## src/rtl/uart_pkg.sv

```systemverilog
// Shared encodings for the UART pattern generator: operating modes and line-control bytes.
package uart_pkg;

    typedef enum logic [1:0] {
        ModeOff       = 2'd0,
        ModeSweep     = 2'd1,
        ModeEcho      = 2'd2,
        ModeSweepCrlf = 2'd3
    } mode_e;

    localparam logic [7:0] CharCr = 8'h0D;
    localparam logic [7:0] CharLf = 8'h0A;

endpackage

```

## src/rtl/uart_pattern_fifo.sv

```systemverilog
// Small echo buffer: power-of-two depth, push/pop with a simultaneous push+pop allowed when full.
module uart_pattern_fifo #(
    parameter int unsigned Depth = 4,
    parameter int unsigned Width = 8
) (
    input  logic             clk_i,
    input  logic             rst_ni,
    input  logic             flush_i,
    input  logic             push_i,
    input  logic [Width-1:0] data_i,
    input  logic             pop_i,
    output logic [Width-1:0] data_o,
    output logic             full_o,
    output logic             empty_o
);

    localparam int unsigned AddrW = (Depth > 1) ? $clog2(Depth) : 1;
    localparam int unsigned CntW  = $clog2(Depth + 1);

    logic [Width-1:0] mem_q [Depth];
    logic [Width-1:0] mem_d [Depth];
    logic [AddrW-1:0] wr_ptr_q, wr_ptr_d;
    logic [AddrW-1:0] rd_ptr_q, rd_ptr_d;
    logic [CntW-1:0]  cnt_q, cnt_d;
    logic             push_ok, pop_ok;

    assign empty_o = (cnt_q == '0);
    assign full_o  = (cnt_q == CntW'(Depth));
    assign data_o  = mem_q[rd_ptr_q];

    assign pop_ok  = pop_i && !empty_o;
    // A pop in the same cycle frees the slot, so a push on a full buffer still lands.
    assign push_ok = push_i && (!full_o || pop_ok);

    always_comb begin
        mem_d    = mem_q;
        wr_ptr_d = wr_ptr_q;
        rd_ptr_d = rd_ptr_q;
        cnt_d    = cnt_q;
        if (flush_i) begin
            wr_ptr_d = '0;
            rd_ptr_d = '0;
            cnt_d    = '0;
        end else begin
            if (push_ok) begin
                mem_d[wr_ptr_q] = data_i;
                wr_ptr_d        = wr_ptr_q + AddrW'(1);
            end
            if (pop_ok) begin
                rd_ptr_d = rd_ptr_q + AddrW'(1);
            end
            if (push_ok && !pop_ok) begin
                cnt_d = cnt_q + CntW'(1);
            end else if (pop_ok && !push_ok) begin
                cnt_d = cnt_q - CntW'(1);
            end
        end
    end

    always_ff @(posedge clk_i) begin
        if (!rst_ni) begin
            mem_q    <= '{default: '0};
            wr_ptr_q <= '0;
            rd_ptr_q <= '0;
            cnt_q    <= '0;
        end else begin
            mem_q    <= mem_d;
            wr_ptr_q <= wr_ptr_d;
            rd_ptr_q <= rd_ptr_d;
            cnt_q    <= cnt_d;
        end
    end

endmodule

```

## src/rtl/uart_pattern_gen.sv

```systemverilog
// UART test-pattern source: periodic character sweep (optionally with CR/LF) or receive echo,
// handing one byte at a time to a transmitter through a write/busy handshake.
module uart_pattern_gen
    import uart_pkg::*;
#(
    parameter int unsigned TICK_PERIOD = 1200000,
    parameter int unsigned FIRST_CHAR  = 65,
    parameter int unsigned LAST_CHAR   = 90,
    parameter int unsigned FIFO_DEPTH  = 4
) (
    input  logic       clk_i,
    input  logic       rst_ni,
    input  logic [1:0] mode_i,
    input  logic       rx_valid_i,
    input  logic [7:0] rx_data_i,
    input  logic       tx_busy_i,
    output logic       tx_write_o,
    output logic [7:0] tx_data_o,
    output logic       tick_o,
    output logic       overflow_o
);

    localparam int unsigned    CntW      = (TICK_PERIOD > 1) ? $clog2(TICK_PERIOD) : 1;
    localparam logic [CntW-1:0] CntReload = CntW'(TICK_PERIOD - 1);
    localparam logic [7:0]     FirstChar = 8'(FIRST_CHAR);
    localparam logic [7:0]     LastChar  = 8'(LAST_CHAR);

    typedef enum logic [1:0] {StIdle, StIssue, StWaitBusy, StDrain} state_e;
    typedef enum logic [1:0] {CrlfNone, CrlfCr, CrlfLf} crlf_e;

    state_e          state_q, state_d;
    mode_e           mode_q, mode_d;
    crlf_e           crlf_q, crlf_d;
    logic [CntW-1:0] cnt_q, cnt_d;
    logic            tick_q, tick_d;
    logic            pending_q, pending_d;
    logic            ovf_q, ovf_d;
    logic [7:0]      char_q, char_d;
    logic [7:0]      data_q, data_d;

    logic       fifo_push, fifo_pop, fifo_flush, fifo_full, fifo_empty;
    logic [7:0] fifo_head;
    logic       mode_change, sweep, byte_avail;
    logic [7:0] sweep_byte, next_byte;

    uart_pattern_fifo #(
        .Depth (FIFO_DEPTH),
        .Width (8)
    ) u_fifo (
        .clk_i   (clk_i),
        .rst_ni  (rst_ni),
        .flush_i (fifo_flush),
        .push_i  (fifo_push),
        .data_i  (rx_data_i),
        .pop_i   (fifo_pop),
        .data_o  (fifo_head),
        .full_o  (fifo_full),
        .empty_o (fifo_empty)
    );

    always_comb begin
        cnt_d      = (cnt_q == '0) ? CntReload : cnt_q - CntW'(1);
        tick_d     = (cnt_q == '0);
        state_d    = state_q;
        mode_d     = mode_q;
        crlf_d     = crlf_q;
        pending_d  = pending_q;
        ovf_d      = ovf_q;
        char_d     = char_q;
        data_d     = data_q;
        fifo_pop   = 1'b0;
        fifo_flush = 1'b0;

        mode_change = (state_q == StIdle) && (mode_i != mode_q);
        sweep       = (mode_q == ModeSweep) || (mode_q == ModeSweepCrlf);
        sweep_byte  = (crlf_q == CrlfCr) ? CharCr : (crlf_q == CrlfLf) ? CharLf : char_q;
        byte_avail  = sweep ? pending_q : ((mode_q == ModeEcho) && !fifo_empty);
        next_byte   = sweep ? sweep_byte : fifo_head;
        fifo_push   = (mode_q == ModeEcho) && rx_valid_i && !mode_change;

        unique case (state_q)
            StIdle: begin
                if (mode_change) begin
                    mode_d     = mode_e'(mode_i);
                    char_d     = FirstChar;
                    crlf_d     = CrlfNone;
                    pending_d  = 1'b0;
                    ovf_d      = 1'b0;
                    fifo_flush = 1'b1;
                end else if (byte_avail && !tx_busy_i) begin
                    state_d = StIssue;
                    data_d  = next_byte;
                end
            end
            StIssue: begin
                state_d = StWaitBusy;
                if (sweep) begin
                    pending_d = 1'b0;
                    if (crlf_q == CrlfCr) begin
                        crlf_d = CrlfLf;
                    end else if (crlf_q == CrlfLf) begin
                        crlf_d = CrlfNone;
                    end else if (char_q == LastChar) begin
                        char_d = FirstChar;
                        if (mode_q == ModeSweepCrlf) begin
                            crlf_d = CrlfCr;
                        end
                    end else begin
                        char_d = char_q + 8'd1;
                    end
                end else if (mode_q == ModeEcho) begin
                    fifo_pop = 1'b1;
                end
            end
            StWaitBusy: begin
                if (tx_busy_i) begin
                    state_d = StDrain;
                end
            end
            StDrain: begin
                if (!tx_busy_i) begin
                    state_d = StIdle;
                end
            end
            default: state_d = StIdle;
        endcase

        // A tick landing in the ISSUE cycle is a fresh request, so it wins over the clear.
        if (sweep && tick_q && !mode_change) begin
            pending_d = 1'b1;
        end
        if (fifo_push && fifo_full && !fifo_pop) begin
            ovf_d = 1'b1;
        end
    end

    always_ff @(posedge clk_i) begin
        if (!rst_ni) begin
            state_q   <= StIdle;
            mode_q    <= ModeOff;
            crlf_q    <= CrlfNone;
            cnt_q     <= CntReload;
            tick_q    <= 1'b0;
            pending_q <= 1'b0;
            ovf_q     <= 1'b0;
            char_q    <= FirstChar;
            data_q    <= '0;
        end else begin
            state_q   <= state_d;
            mode_q    <= mode_d;
            crlf_q    <= crlf_d;
            cnt_q     <= cnt_d;
            tick_q    <= tick_d;
            pending_q <= pending_d;
            ovf_q     <= ovf_d;
            char_q    <= char_d;
            data_q    <= data_d;
        end
    end

    assign tx_write_o = (state_q == StIssue);
    assign tx_data_o  = data_q;
    assign tick_o     = tick_q;
    assign overflow_o = ovf_q;

endmodule

```

## config.mk

```make
export PLATFORM = sky130hd
export DESIGN_NAME = uart_pattern_gen
export DESIGN_NICKNAME = d
export VERILOG_FILES = /design/src/rtl/uart_pkg.sv /design/src/rtl/uart_pattern_fifo.sv /design/src/rtl/uart_pattern_gen.sv
export SDC_FILE = /design/constraint.sdc
export NUM_CORES = 1
export LEC_CHECK = 0
export CAP_MARGIN = 20
export CORE_AREA = 8 8 128 118
export DETAILED_ROUTE_END_ITERATION = 10
export DIE_AREA = 0 0 136 126
export REMOVE_ABC_BUFFERS = 1
export SLEW_MARGIN = 0
export SYNTH_ARGS = -nofsm -noshare
export SYNTH_HDL_FRONTEND = slang
export SYNTH_SLANG_ARGS = --single-unit
```

## constraint.sdc

```tcl
create_clock -name clk_i -period 2.7 [get_ports clk_i]
set_clock_uncertainty 0.15 [all_clocks]
set_input_delay 0.675 -clock clk_i [delete_from_list [all_inputs] [get_ports clk_i]]
set_output_delay 0.675 -clock clk_i [all_outputs]
set_load 0.01 [all_outputs]
```

==> results.py <==
metrics = {
    "placed_design": {
        "pre_cts_slack_ps": -296,
        "dp_cells": 641,
        "port_buffers": 24,
        "routabilityCongestion": 0.817,
        "dp_hpwl_um": 7130,
        "place_area_um2": 4670,
    },
    "floorplanning": {
        "floorplan.core_area_um2": 13000,
        "die_width_um": 136,
        "fp.dieH_um": 126,
        "initial_core_util_pct": 31.9,
        "row_count": 40,
        "dieArea_um2": 17100,
        "top_level_ports": 25,
    },
    "worst_setup_path": {
        "worst_setup_path_start_kind": "input pin",
        "cp-end-kind": "register",
        "critical_path_arrival_ps": 2680,
        "worst-endpoint-required_ps": 2770,
        "startpoint_to_endpoint_class_of_the_critical_path": "input pin to register",
        "path_max_fanout": 2,
    },
    "sta": {
        "timing_worst_slew_pin_value_ps": 661,
        "setup_slack_ps": 87.7,
        "setup_violations": 0,
        "timing_hold_violations_final": 0,
        "post-route-min-period_ps": 2610,
        "clock.fmax_mhz": 383,
        "finalCritPeriodShare_pct": 96.8,
        "slew_headroom_pct": 55.9,
        "final_max_slew_viol_count": 0,
        "grt_setup_unrepaired": "no",
    },
    "worst_hold_path": {
        "worstHoldPathType": "register to register",
    },
    "clock_tree": {
        "ctsLongestPathBuffers": 2,
        "reg_clk_slew_reported_paths_ps": 60,
        "cts_made_buffers": 9,
        "h-tree-depth": 3,
        "cts_tree": "yes",
        "clkSinkCount": 85,
        "insertion_delay_ps": 340,
        "cts_root_buffer": "sky130_fd_sc_hd__clkbuf_16",
    },
    "layout": {
        "drive_above_1_share_pct": 12.7,
        "final_cell_area_um2": 4950,
        "area_growth_syn_to_layout_pct": 19.3,
        "n_antenna_cell": 0,
        "fillCellCount": 1296,
        "register_area_um2": 1700,
        "fin_nets": 513,
        "number_of_standard_cells_in_the_layout_taps_in_and_fillers_out": 657,
        "footprint_of_the_multi_input_gates_um2": 2300,
    },
    "synth": {
        "synth_top_cell_area_share_pct": 41.0,
        "netlist_area_um2": 4150,
        "post-synth-top-count-cell": "sky130_fd_sc_hd__dfxtp_1",
        "synth_area_in_compound_gates_pct": 12.4,
        "synth_largest_area_cell": "sky130_fd_sc_hd__dfxtp_1",
        "yosys_most_used_dff": "sky130_fd_sc_hd__dfxtp_1",
        "ys_async_sr_fraction_pct": 0,
        "edff_count_synth": 0,
        "dominant_combinational_cell_family_by_area_after_synthesis": "simple AND/OR/NAND/NOR gates",
        "sequential_to_total_area_share_from_yosys_stat_pct": 41.0,
        "synth_xor_xnor_area_share_pct": 3.14,
        "synthDistinctLibCells": 58,
        "cell_types_occupying_the_most_area_after_synthesis": "sky130_fd_sc_hd__dfxtp_1 41%, sky130_fd_sc_hd__mux2i_1 9.4%, sky130_fd_sc_hd__nand2_1 6.3%, sky130_fd_sc_hd__mux4_2 4.3%, sky130_fd_sc_hd__ha_1 4.2%",
        "synth.yosys.warnings": 0,
        "synthMuxAreaShare_pct": 13.7,
        "synthCells": 448,
        "yosys_register_bits": 85,
        "syn_avg_cell_area_um2": 9.26,
        "synthAdderAreaFrac_pct": 4.70,
        "synth.top_cells.by_count": "85 x sky130_fd_sc_hd__dfxtp_1, 70 x sky130_fd_sc_hd__nand2_1, 39 x sky130_fd_sc_hd__mux2i_1, 21 x sky130_fd_sc_hd__nor2_1, 19 x sky130_fd_sc_hd__a21oi_1",
        "area_share_of_and_or_nand_nor_cells_after_synthesis_pct": 21.5,
    },
    "global_route": {
        "grt_pass1_vias": 3421,
        "grt_start_max_net_pins": 20,
        "grt_antenna_before_repair": 0,
        "residual_overflow_from_global_routing": 0,
        "grt_pass1_wl_um": 16800,
        "grt_use_total_pct": 11.9,
    },
    "power": {
        "power_density_nw_per_um2": 529,
        "power.total_mw": 2.62,
        "ir_drop_mv": 0.278,
        "leakage_nw": 1.94,
    },
    "routing": {
        "via_total_after_detailed_routing": 3406,
        "wl_um": 9910,
        "initialDrtViolationCount": 228,
        "vias_per_cell": 5.18,
        "route.detailed.drc": 0,
        "detail_route.first_pass.iterations": 4,
        "drtAntennaViolNets": 0,
        "average_wire_per_standard_cell_um": 15.1,
    },
    "job": {
        "cap_viol_max_count": 0,
    },
    "status": {
        "run_status": "completed",
    },
}
## per-layer routing
| metal | wire length [µm] | up-vias | track usage, % |
|---|---|---|---|
| met5 | 0 | - | 0 |
| met4 | 30 | 0 | 2.84 |
| met3 | 410 | 2 | 3.70 |
| met2 | 4700 | 53 | 19.2 |
| met1 | 4770 | 1659 | 15.1 |
| li1 | - | 1692 | - |
## worst paths after layout
path / start / end / slack (ps) / cells after the start
worst max-delay path: mode_i[0] / u_fifo.cnt_q[2]$_SDFFE_PP0P_ / 90 / 11
worst min-delay path: cnt_q[0]$_SDFF_PP1_ / cnt_q[0]$_SDFF_PP1_ / 260 / 1
worst max register to register: state_q[1]$_SDFFE_PN0P_ / u_fifo.cnt_q[2]$_SDFFE_PP0P_ / 310 / 12
worst min register to register: cnt_q[0]$_SDFF_PP1_ / cnt_q[0]$_SDFF_PP1_ / 260 / 1
## what timing repair did
item / in CTS / in global routing
endpoints found under the setup margin: 0 / 1
setup buffers: 0 / 0
gates resized for setup: 0 / 1
hold buffers: 0 / 0
## flip-flops by register name (all words and copies together), names as in the netlist
| name | flops |
|---|---|
| u_fifo.rd_ptr_q | 2 |
| state_q | 2 |
| char_q | 8 |
| u_fifo.wr_ptr_q | 2 |
| overflow_o | 1 |
| pending_q | 1 |
| u_fifo.mem_q | 32 |
| crlf_q | 2 |
| tick_o | 1 |
| mode_q | 2 |
| u_fifo.cnt_q | 3 |
| tx_data_o | 8 |
| cnt_q | 21 |
## placed cells by master (no fill, tap or decap), types with 9 or more instances in the layout
cell type,n
sky130_fd_sc_hd__dfxtp_1,85
sky130_fd_sc_hd__nand2_1,70
sky130_fd_sc_hd__mux2i_1,39
sky130_fd_sc_hd__clkdlybuf4s50_1,22
sky130_fd_sc_hd__nor2_1,21
sky130_fd_sc_hd__buf_4,20
sky130_fd_sc_hd__a21oi_1,19
sky130_fd_sc_hd__inv_1,17
sky130_fd_sc_hd__nand3_1,17
sky130_fd_sc_hd__ha_1,14
sky130_fd_sc_hd__o21ai_0,13
sky130_fd_sc_hd__a211oi_1,12
sky130_fd_sc_hd__nand4_1,11
sky130_fd_sc_hd__nor3_1,11
sky130_fd_sc_hd__xor2_1,9
sky130_fd_sc_hd__clkbuf_16,9
## worst max-delay path, stage by stage
cell and delay [ps]:
sky130_fd_sc_hd__clkdlybuf4s50_1 440, sky130_fd_sc_hd__xor2_1 180, sky130_fd_sc_hd__o21ai_2 210, sky130_fd_sc_hd__and2_1 150, sky130_fd_sc_hd__ha_1 150, sky130_fd_sc_hd__inv_1 50, sky130_fd_sc_hd__fa_1 370, sky130_fd_sc_hd__xor2_1 170
sky130_fd_sc_hd__nor2_1 110, sky130_fd_sc_hd__xnor2_1 120, sky130_fd_sc_hd__nor2_1 50
## power by group
part / switching, mW / internal (mW) / leakage (nW) / total, mW
clock network: 0.529 / 0.655 / 0.140 / 1.18
logic: 0.0957 / 0.0673 / 1.11 / 0.163
registers: 0.0105 / 1.26 / 0.686 / 1.27
## metrics by stage
stage	hold slack [ps]	util (%)	TNS, ps
floorplan	232	-	-46.1
global placement	240	35.9	-293
detailed placement	248	35.9	-383
CTS	262	38.0	0
global route	281	38.1	0
finish	261	38.1	0
## layout make-up
class,instances,area share [%]
multi-input combinational,326,46.5
clock buffer,10,4.83
inverter,18,1.36
timing repair buffer,44,7.83
sequential,85,34.4
tap,168,4.24
clock inverter,6,0.884
## cells by family (layout without fill, tap and decap cells)
| logic type | count (synthesis) | after routing |
|---|---|---|
| mux | 47 | 47 |
| simple gates | 173 | 173 |
| flops | 85 | 85 |
| buf+inv | 37 | 78 |
| fa+ha+maj | 15 | 15 |
| compound gates | 77 | 77 |
| xor+xnor | 14 | 14 |
No activity file was read; power rests on OpenSTA's default activity.
==> variant (config.mk and constraints unchanged) <==
Set the parameter `FIFO_DEPTH` to 2 (it was 4).
--- a/src/rtl/uart_pattern_gen.sv
+++ b/src/rtl/uart_pattern_gen.sv
@@ -6,7 +6,7 @@
     parameter int unsigned TICK_PERIOD = 1200000,
     parameter int unsigned FIRST_CHAR  = 65,
     parameter int unsigned LAST_CHAR   = 90,
-    parameter int unsigned FIFO_DEPTH  = 4
+    parameter int unsigned FIFO_DEPTH  = 2
 ) (
     input  logic       clk_i,
     input  logic       rst_ni,
Function: changed (Yosys sat finds a counterexample within 10 cycles, from zero or initial values and one cycle with rst_ni low).
==> variant against the original RTL <==
- area after synthesis decreased by 24%
- sequential cell count decreased by 19
- design area decreased by 21%
- power decreased by 14%
- synthesized cell count decreased by 22%
- wire length decreased by 29%
- setup slack improved by 0.014 ns
==> variant: results (changes against the original RTL) <==
stage	metric	value	unit	change
synth	Synth Area in Compound Gates	16.8	%	+4.4 points
finish	multi-input logic area	0.00172	mm^2	-25%
status	status	completed		
synth	Post-Syn Instances	348		-22%
finish	layout cell share with drive strength beyond 1	11.2	%	-1.5 points
detailed_routing	initial DRC count	118		-48%
finish	fraction of area in registers	33.6	%	-0.75 points
placement	Placed Instances	536		-16%
global_route	largest net degree at the start of global routing	36		+80%
finish	Clock buf/inv share	7.70	%	+2.0 points
worst_setup_path	R2R cell count	6		-6
finish	Non-CTS buffers	37		-16%
global_route	global-route wire length before repair	12000	um	-29%
synth	register area share after synthesis	41.9	%	+0.87 points
worst_setup_path	R2R setup slack	0.26	ns	-0.05 ns
finish	Nets	403		-21%
synth	post-synthesis adder-cell area fraction	3.97	%	-0.74 points
timing	Slew Limit Headroom	60.9	%	+5.0 points
synth	Synth Area in XOR/XNOR	5.27	%	+2.1 points
finish	signal buffers share of area	8.78	%	+0.95 points
global_route	global router's overall resource usage	8.67	%	-3.2 points
finish	CLK BUF	15		+5
synth	Cell variety after synth	53		-8.6%
worst_setup_path	crit path from	mode_i[1]		
detailed_routing	DR vias	2527		-26%
finish	filler cell count in the final layout	1375		+6.1%
worst_setup_path	Critical Path Fanout Max	6		+4
worst_setup_path	reg2reg start	state_q[0]$_SDFFE_PN0P_		
worst_setup_path	reg2reg end	char_q[5]$_SDFFE_PN0P_		
pwr	PwrDens	572	mW/mm^2	+8.1%
timing	Final WS setup	0.102	ns	+0.0139 ns
worst_setup_path	crit path DAT	2.66	ns	-0.02 ns
==> variant: changes by cell type after synthesis, sizes merged, moves of 5 or more <==
cell / change
a211oi: -9
a21oi: -12
nor3: -9
nand2: -22
nand4: -7
o211ai: +7
a21boi: +5
mux2i: -19
o211a: +5
o21ai: +6
inv: -8
nor2b: +10
mux4: -8
dfxtp: -19
==> variant: critical path, cell delays in order <==
cell	delay, ns
clkdlybuf4s50_1	0.52
xor2_1	0.28
o31ai_1	0.15
or4b_1	0.66
o41ai_1	0.38
==> variant: logic make-up after synthesis <==
logic type      Yosys count
xor+xnor                 19
compound gates           72
fa+ha+maj                10
mux                      23
flops                    66
buf+inv                  26
simple gates            132
==> variant: layer usage <==
layer	up-vias	track usage, %	part of all wire [%]
met3	5	3.34	4.7
met2	39	13.5	46
met1	1186	10.5	48
met4	0	3.42	0.76
li1	1297	-	-
met5	-	0	0
==> variant: power by group <==
part	internal [mW]	switching, mW
Clock	0.745	0.404
Combinational	0.0500	0.0604
Sequential	0.982	0.00642
Total	1.78	0.471
